[config.mk]
export PLATFORM = sky130hd
export DESIGN_NAME = fft_bin_collect
export DESIGN_NICKNAME = d
export VERILOG_FILES = /design/src/rtl/fft_pkg.sv /design/src/rtl/fft_pwr.sv /design/src/rtl/fft_bin_collect.sv
export SDC_FILE = /design/constraint.sdc
export NUM_CORES = 2
export LEC_CHECK = 0
export CAP_MARGIN = 15
export CORE_MARGIN = 5
export CORE_UTILIZATION = 45
export DETAILED_ROUTE_END_ITERATION = 8
export GPL_ROUTABILITY_DRIVEN = 0
export PLACE_DENSITY_LB_ADDON = 0.15
export SYNTH_ARGS = -nofsm -noshare
export SYNTH_HDL_FRONTEND = slang
export SYNTH_SLANG_ARGS = --single-unit
[constraint.sdc]
create_clock -name clk -period 7 [get_ports clk]
set_input_delay 1.05 -clock clk [delete_from_list [all_inputs] [get_ports clk]]
set_output_delay 1.05 -clock clk [all_outputs]
set_load 0.05 [all_outputs]
[src/rtl/fft_pkg.sv]
// Shared types and constants for the FFT bin collector.
// Build option: FFT_PEAK_EN compiles in peak-bin tracking in fft_bin_collect.
package fft_pkg;

   // Depth of the squarer/adder pipeline; DRAIN waits this many cycles.
   localparam int PIPE_DEPTH = 2;

   // Default component width and the matching power-word width (2*RN).
   localparam int DEF_RN = 16;
   localparam int DEF_PW = 2 * DEF_RN;

   // Power word for the default configuration.
   typedef logic [DEF_PW-1:0] pwr_t;

   // Collector FSM states.
   typedef enum logic [1:0] {
      IDLE    = 2'd0,
      COLLECT = 2'd1,
      DRAIN   = 2'd2,
      COMMIT  = 2'd3
   } state_t;

endpackage

[src/rtl/fft_pwr.sv]
// Two-stage bin power pipeline: squares registered, then their sum registered.
// A valid bit and the bin index travel alongside the data. flush drops any
// bins already in flight while still accepting the bin presented this cycle.
module fft_pwr
   import fft_pkg::*;
#(
   parameter int RN = 16,
   parameter int PW = 2 * RN,
   parameter int AW = 4
) (
   input  logic                 clk,
   input  logic                 reset,
   input  logic                 flush,
   input  logic                 in_valid,
   input  logic [AW-1:0]        in_idx,
   input  logic signed [RN-1:0] in_re,
   input  logic signed [RN-1:0] in_im,
   output logic                 out_valid,
   output logic [AW-1:0]        out_idx,
   output logic [PW-1:0]        out_pwr
);

   // Sign-extend to full product width so the squares are exact.
   logic signed [PW-1:0] re_x;
   logic signed [PW-1:0] im_x;
   logic signed [PW-1:0] re_sq;
   logic signed [PW-1:0] im_sq;

   // Stage 1 registers.
   logic          s1_valid;
   logic [AW-1:0] s1_idx;
   logic [PW-1:0] s1_re_sq;
   logic [PW-1:0] s1_im_sq;

   assign re_x  = {{(PW-RN){in_re[RN-1]}}, in_re};
   assign im_x  = {{(PW-RN){in_im[RN-1]}}, im_x_src(in_im)};
   assign re_sq = re_x * re_x;
   assign im_sq = im_x * im_x;

   // Identity helper keeps both extension expressions symmetrical.
   function automatic logic [RN-1:0] im_x_src(input logic [RN-1:0] v);
      return v;
   endfunction

   // Valid sideband: cleared on reset; flush removes the bin in stage 1.
   always_ff @(posedge clk) begin
      if (reset) begin
         s1_valid  <= 1'b0;
         out_valid <= 1'b0;
      end else begin
         s1_valid  <= in_valid;
         out_valid <= s1_valid & ~flush;
      end
   end

   // Datapath: squares are non-negative, their sum peaks at 2^(PW-1).
   always_ff @(posedge clk) begin
      s1_idx   <= in_idx;
      s1_re_sq <= re_sq;
      s1_im_sq <= im_sq;
      out_idx  <= s1_idx;
      out_pwr  <= s1_re_sq + s1_im_sq;
   end

endmodule

[src/rtl/fft_bin_collect.sv]
// Collects one FFT frame of complex bins, converts each to power, and stores
// it in a ping-pong bank pair. A completed frame is published to the read bank
// unless hold is high, in which case it is dropped and counted.
// Build option: FFT_PEAK_EN adds peak-bin tracking (peak_bin/peak_pwr).
//
// Streaming input: there is no backpressure. in_first qualifies bin 0 and the
// remaining SIZE-1 bins must follow on consecutive cycles; anything presented
// outside an open frame is ignored. frame_ready is a single-cycle strobe with
// no acknowledge; hold is a level that freezes the read bank.
module fft_bin_collect
   import fft_pkg::*;
#(
   parameter int  SIZE = 16,
   parameter int  RN   = 16,
   localparam int PW   = 2 * RN,
   localparam int AW   = $clog2(SIZE)
) (
   input  logic                 clk,
   input  logic                 reset,
   input  logic                 in_first,
   input  logic [1:0][RN-1:0]   in_bin,
   input  logic                 hold,
   input  logic [AW-1:0]        rd_addr,
   output logic [PW-1:0]        rd_data,
   output logic                 frame_ready,
   output logic [AW-1:0]        peak_bin,
   output logic [PW-1:0]        peak_pwr,
   output logic [7:0]           drop_cnt,
   output state_t               fsm_state
);

   localparam int DW = (PIPE_DEPTH > 1) ? $clog2(PIPE_DEPTH) : 1;

   state_t        state;
   state_t        next_state;
   logic [AW-1:0] wr_idx;
   logic [AW-1:0] bin_idx;
   logic [DW-1:0] drain_cnt;
   logic          accept;
   logic          restart;
   logic          bank_sel;

   logic          p_valid;
   logic [AW-1:0] p_idx;
   logic [PW-1:0] p_pwr;

   // Bank bank_sel is the read bank; the other is being filled.
   logic [PW-1:0] bank_mem [2*SIZE];

   assign fsm_state = state;

   // Next-state and bin acceptance; in_first (re)opens a frame at index 0.
   always_comb begin
      next_state = state;
      accept     = 1'b0;
      restart    = 1'b0;
      bin_idx    = wr_idx;
      case (state)
         IDLE: begin
            if (in_first) begin
               accept     = 1'b1;
               restart    = 1'b1;
               bin_idx    = '0;
               next_state = COLLECT;
            end
         end
         COLLECT: begin
            accept = 1'b1;
            if (in_first) begin
               restart = 1'b1;
               bin_idx = '0;
            end else if (wr_idx == AW'(SIZE - 1)) begin
               next_state = DRAIN;
            end
         end
         DRAIN: begin
            if (drain_cnt == DW'(PIPE_DEPTH - 1)) next_state = COMMIT;
         end
         COMMIT: next_state = IDLE;
         default: next_state = IDLE;
      endcase
   end

   // State register, write index and drain counter.
   always_ff @(posedge clk) begin
      if (reset) begin
         state     <= IDLE;
         wr_idx    <= '0;
         drain_cnt <= '0;
      end else begin
         state <= next_state;
         if (accept) wr_idx <= bin_idx + 1'b1;
         drain_cnt <= (state == DRAIN) ? drain_cnt + 1'b1 : '0;
      end
   end

   fft_pwr #(
      .RN (RN),
      .PW (PW),
      .AW (AW)
   ) u_pwr (
      .clk       (clk),
      .reset     (reset),
      .flush     (restart),
      .in_valid  (accept),
      .in_idx    (bin_idx),
      .in_re     (in_bin[0]),
      .in_im     (in_bin[1]),
      .out_valid (p_valid),
      .out_idx   (p_idx),
      .out_pwr   (p_pwr)
   );

   // Commit: swap banks and strobe frame_ready, or drop and count under hold.
   always_ff @(posedge clk) begin
      if (reset) begin
         bank_sel    <= 1'b0;
         frame_ready <= 1'b0;
         drop_cnt    <= '0;
      end else begin
         frame_ready <= 1'b0;
         if (state == COMMIT) begin
            if (!hold) begin
               bank_sel    <= ~bank_sel;
               frame_ready <= 1'b1;
            end else if (drop_cnt != 8'hFF) begin
               drop_cnt <= drop_cnt + 8'd1;
            end
         end
      end
   end

   // Bank storage: pipeline writes the fill bank, reads come from the other.
   always_ff @(posedge clk) begin
      if (p_valid) bank_mem[{~bank_sel, p_idx}] <= p_pwr;
      rd_data <= bank_mem[{bank_sel, rd_addr}];
   end

`ifdef FFT_PEAK_EN
   logic [AW-1:0] trk_bin;
   logic [PW-1:0] trk_pwr;

   // Running maximum over the frame; strict compare keeps the lowest index.
   always_ff @(posedge clk) begin
      if (reset) begin
         trk_bin  <= '0;
         trk_pwr  <= '0;
         peak_bin <= '0;
         peak_pwr <= '0;
      end else begin
         if (restart) begin
            trk_bin <= '0;
            trk_pwr <= '0;
         end else if (p_valid && (p_pwr > trk_pwr)) begin
            trk_bin <= p_idx;
            trk_pwr <= p_pwr;
         end
         if (state == COMMIT && !hold) begin
            peak_bin <= trk_bin;
            peak_pwr <= trk_pwr;
         end
      end
   end
`else
   assign peak_bin = '0;
   assign peak_pwr = '0;
`endif

endmodule

==> flow_summary.yaml <==
synthesis:
  yosysUniqueCellTypes: 69
  synth_commonest_cells: "edfxtp_1 (1024), inv_1 (641), fa_1 (468)"
  ys_async_sr_fraction: 0
  synthFlopType: "edfxtp_1"
  synth-seq-cells: 1177
  avgSynthCellArea_um2: 15.8
  yosys.area.top_type: "edfxtp_1"
  yosysMostFrequentCell: "edfxtp_1"
  mappedNetlistArea_um2: 61800
  yosysSeqAreaShare: 0.547
  synth_edf_count: 1024
  netlist_top_cells_area: "edfxtp_1 (50%), fa_1 (15%), mux4_2 (12%)"
  syn-instance-count: 3901
  ys.warnings.count: 0
  synth_top_area_frac: 0.498
hold_path:
  hp-class: "reg2reg"
cts:
  cts.sinks: 1177
  ctsResizeCount: 0
  htreeDepth: 3
  tritoncts: "yes"
  cts_buffer_depth: 3
  cts_root_buffer: "clkbuf_16"
  cts_post_setup_buffers_inserted: 0
  numCtsBuffers: 111
  clock_latency_ps: 720
  holdBufCountCts: 0
  clk_pin_slew_worst_paths_ps: 60
placed_design:
  dp.final_hpwl_um: 93100
  post-place-ws_ps: -180
  port_buffers: 82
grt:
  grt_max_degree: 98
  grt_pass1_wl_um: 217000
  antenna_found_initial: 6
  grt_pass1_vias: 34600
  gr-total-overflow: 0
  grt_use_total: 0.200
detailed_routing:
  detail-route-antenna-nets: 0
  vias: 32200
  first_pass_iters: 7
  drt_iter0_drc: 2198
  drc_errors: 0
  vias_per_cell: 5.24
  drt_wl_total_um: 142000
  wl_per_cell_um: 23.1
die:
  core-area_um2: 137000
  die_y_um: 380
  start_util: 0.451
  rows: 136
  io_pins: 119
  die_w_um: 380
  dieArea_um2: 145000
final_layout:
  area_growth_pct: 13.8
  post-route-util: 0.513
  nNetsFinal: 4978
  drive_gt1_frac: 0.198
setup_path:
  critPathKind: "in2reg"
  critPathMaxStageDelay_ps: 560
  critPathBufInv: 9
  crit_fanout: 7
  cp_common_cell: "fa_1"
  path_cells: "clkdlybuf4s50_1 -> buf_4 -> buf_4 -> nand2_1 -> inv_1 -> fa_1 -> inv_1 -> fa_1 -> inv_1 -> fa_1 -> fa_1 -> fa_1 -> inv_1 -> fa_1 -> inv_1 -> ha_1 -> a21oi_1 -> o221ai_1 -> and2_1 -> o41ai_1 -> buf_4 -> nand2_1 -> o41ai_1 -> xnor2_1"
  required_ps: 7650
  worstSetupStartpointType: "input port"
  cp-end-kind: "flop"
  path_delay_family: "adder cells"
  slowest_stage: "fa_1"
  worst_ep_arrival_time_ps: 7060
power_and_ir_drop:
  p_int_mw: 22.5
  p_seq_frac: 0.272
  ir_drop_v: 0.000641
  comb_power_share: 0.570
  p_sw_frac: 0.388
  clockPowerShare: 0.158
  powerDensity_nw_per_um2: 522
  p_switching_mw: 14.2
  leakagePower_nw: 27.1
timing:
  grt_setup_unrepaired: "no"
  clock-skew-final_ps: 31.0
  setup_violations: 0
  slew_headroom: 0.246
  hold_viol: 0
  min_period_ps: 6410
  finalCritPeriodShare: 0.916
  worst_slew_pin_slew_ps: 1130
  slew_violations: 0
  fmax_mhz: 156
  setup_slack_ps: 585
job:
  maxCapViolCount: 0
run_status:
  status: "finished clean"
worst reg2reg max path: stages (launching register included):
cell	delay (ps)
dfxtp_4	680
buf_4	560
nand3_1	460
nor2_4	800
buf_4	510
flip-flops by register name (all words and copies together) (netlist names), 2 cells and up:
signal and cells:
bank_mem 1024, rd_data 32, u_pwr.out_pwr 32, u_pwr.s1_im_sq 31
u_pwr.s1_re_sq 31, drop_cnt 8, u_pwr.out_idx 4, u_pwr.s1_idx 4
wr_idx 4, fsm_state 2
cells in the final DEF (no fill, tap or decap), types with 6 or more instances in the layout:
master	synthesis	routed
a211oi_1	9	9
a21o_1	31	31
a21oi_1	68	68
a31o_2	9	9
and2_1	88	88
and3_1	11	11
buf_12	0	7
buf_4	36	283
clkbuf_1	94	29
clkbuf_16	0	114
clkbuf_8	0	9
clkdlybuf4s50_1	0	78
clkinv_1	1	24
clkinv_2	0	16
conb_1	1	36
dfxtp_1	153	152
edfxtp_1	1024	1024
fa_1	468	468
ha_1	215	215
inv_1	641	641
mux2_2	32	32
mux2i_1	7	7
mux4_2	320	320
nand2_1	192	192
nand2b_1	16	16
nand3_1	21	21
nand3b_1	6	6
nand4_1	6	6
nor2_1	137	105
nor2_4	0	32
nor2b_1	16	16
nor3_1	11	11
o211ai_1	6	6
o21a_1	12	12
o21ai_0	33	33
o21bai_1	13	13
xnor2_1	89	89
xor2_1	31	31
cell families (layout without fill, tap and decap cells):
kind of cell / Yosys count / after routing / synth area share
compound gates: 223 / 223 / 0.0246
xor+xnor: 120 / 120 / 0.0170
fa+ha+maj: 683 / 683 / 0.195
buf+inv: 809 / 1224 / 0.0518
flops: 1177 / 1177 / 0.547
mux: 359 / 359 / 0.124
other cells: 1 / 38 / 0.0000607
simple gates: 529 / 529 / 0.0403
layer usage:
metal	vias to the layer above	wire, um	GRT usage
li1	14400	-	-
met1	17000	58700	0.265
met2	709	73800	0.351
met3	151	7080	0.0307
met4	2	2640	0.0432
met5	-	13	0
cell type report:
cell class                 count  area [um2]
fill                       11400       66700
sequential                  1177       33800
multi-input combinational   1950       25100
timing repair buffer         373        3140
clock buffer                 152        3090
inverter                     642        2410
tap                         1794        2240
clock inverter                57         460
antenna                        2        5.00
final timing paths:
path | startpoint | end | slack [ps] | depth (start not counted)
hold reg to reg | u_pwr.s1_idx[0]$_DFF_P_ | u_pwr.out_idx[0]$_DFF_P_ | 320 | 0
setup reg to reg | bank_sel$_SDFFE_PP0P_ | bank_mem[12][6]$_DFFE_PP_ | 3620 | 4
setup / recovery | in_bin[8] | u_pwr.s1_re_sq[28]$_DFF_P_ | 590 | 24
hold / removal | u_pwr.s1_idx[0]$_DFF_P_ | u_pwr.out_idx[0]$_DFF_P_ | 320 | 0
stage by stage:
step | area [um2] | hold slack (ps) | total power, mW | instances | TNS [ps]
6_report | 70300 | 325 | 36.7 | 6147 | 0
3_5_place_dp | 66700 | 312 | 31.4 | 5934 | -1030
2_1_floorplan | 61900 | 310 | 23.4 | 3936 | 0
3_3_place_gp | 66700 | 312 | 31.2 | 5934 | -716
4_1_cts | 70200 | 325 | 37.3 | 6143 | 0
5_1_grt | 70300 | 332 | 40.2 | 6145 | 0
power groups by stage:
stage | clock (mW) | sequential, mW | combinational [mW]
floorplan | 0 | 9.86 | 13.6
global placement | 0 | 10.1 | 21.1
detailed placement | 0 | 10.2 | 21.2
CTS | 5.95 | 10.0 | 21.3
global route | 6.23 | 10.1 | 23.9
finish | 5.82 | 9.98 | 20.9
(Power assumes the default switching activity.)
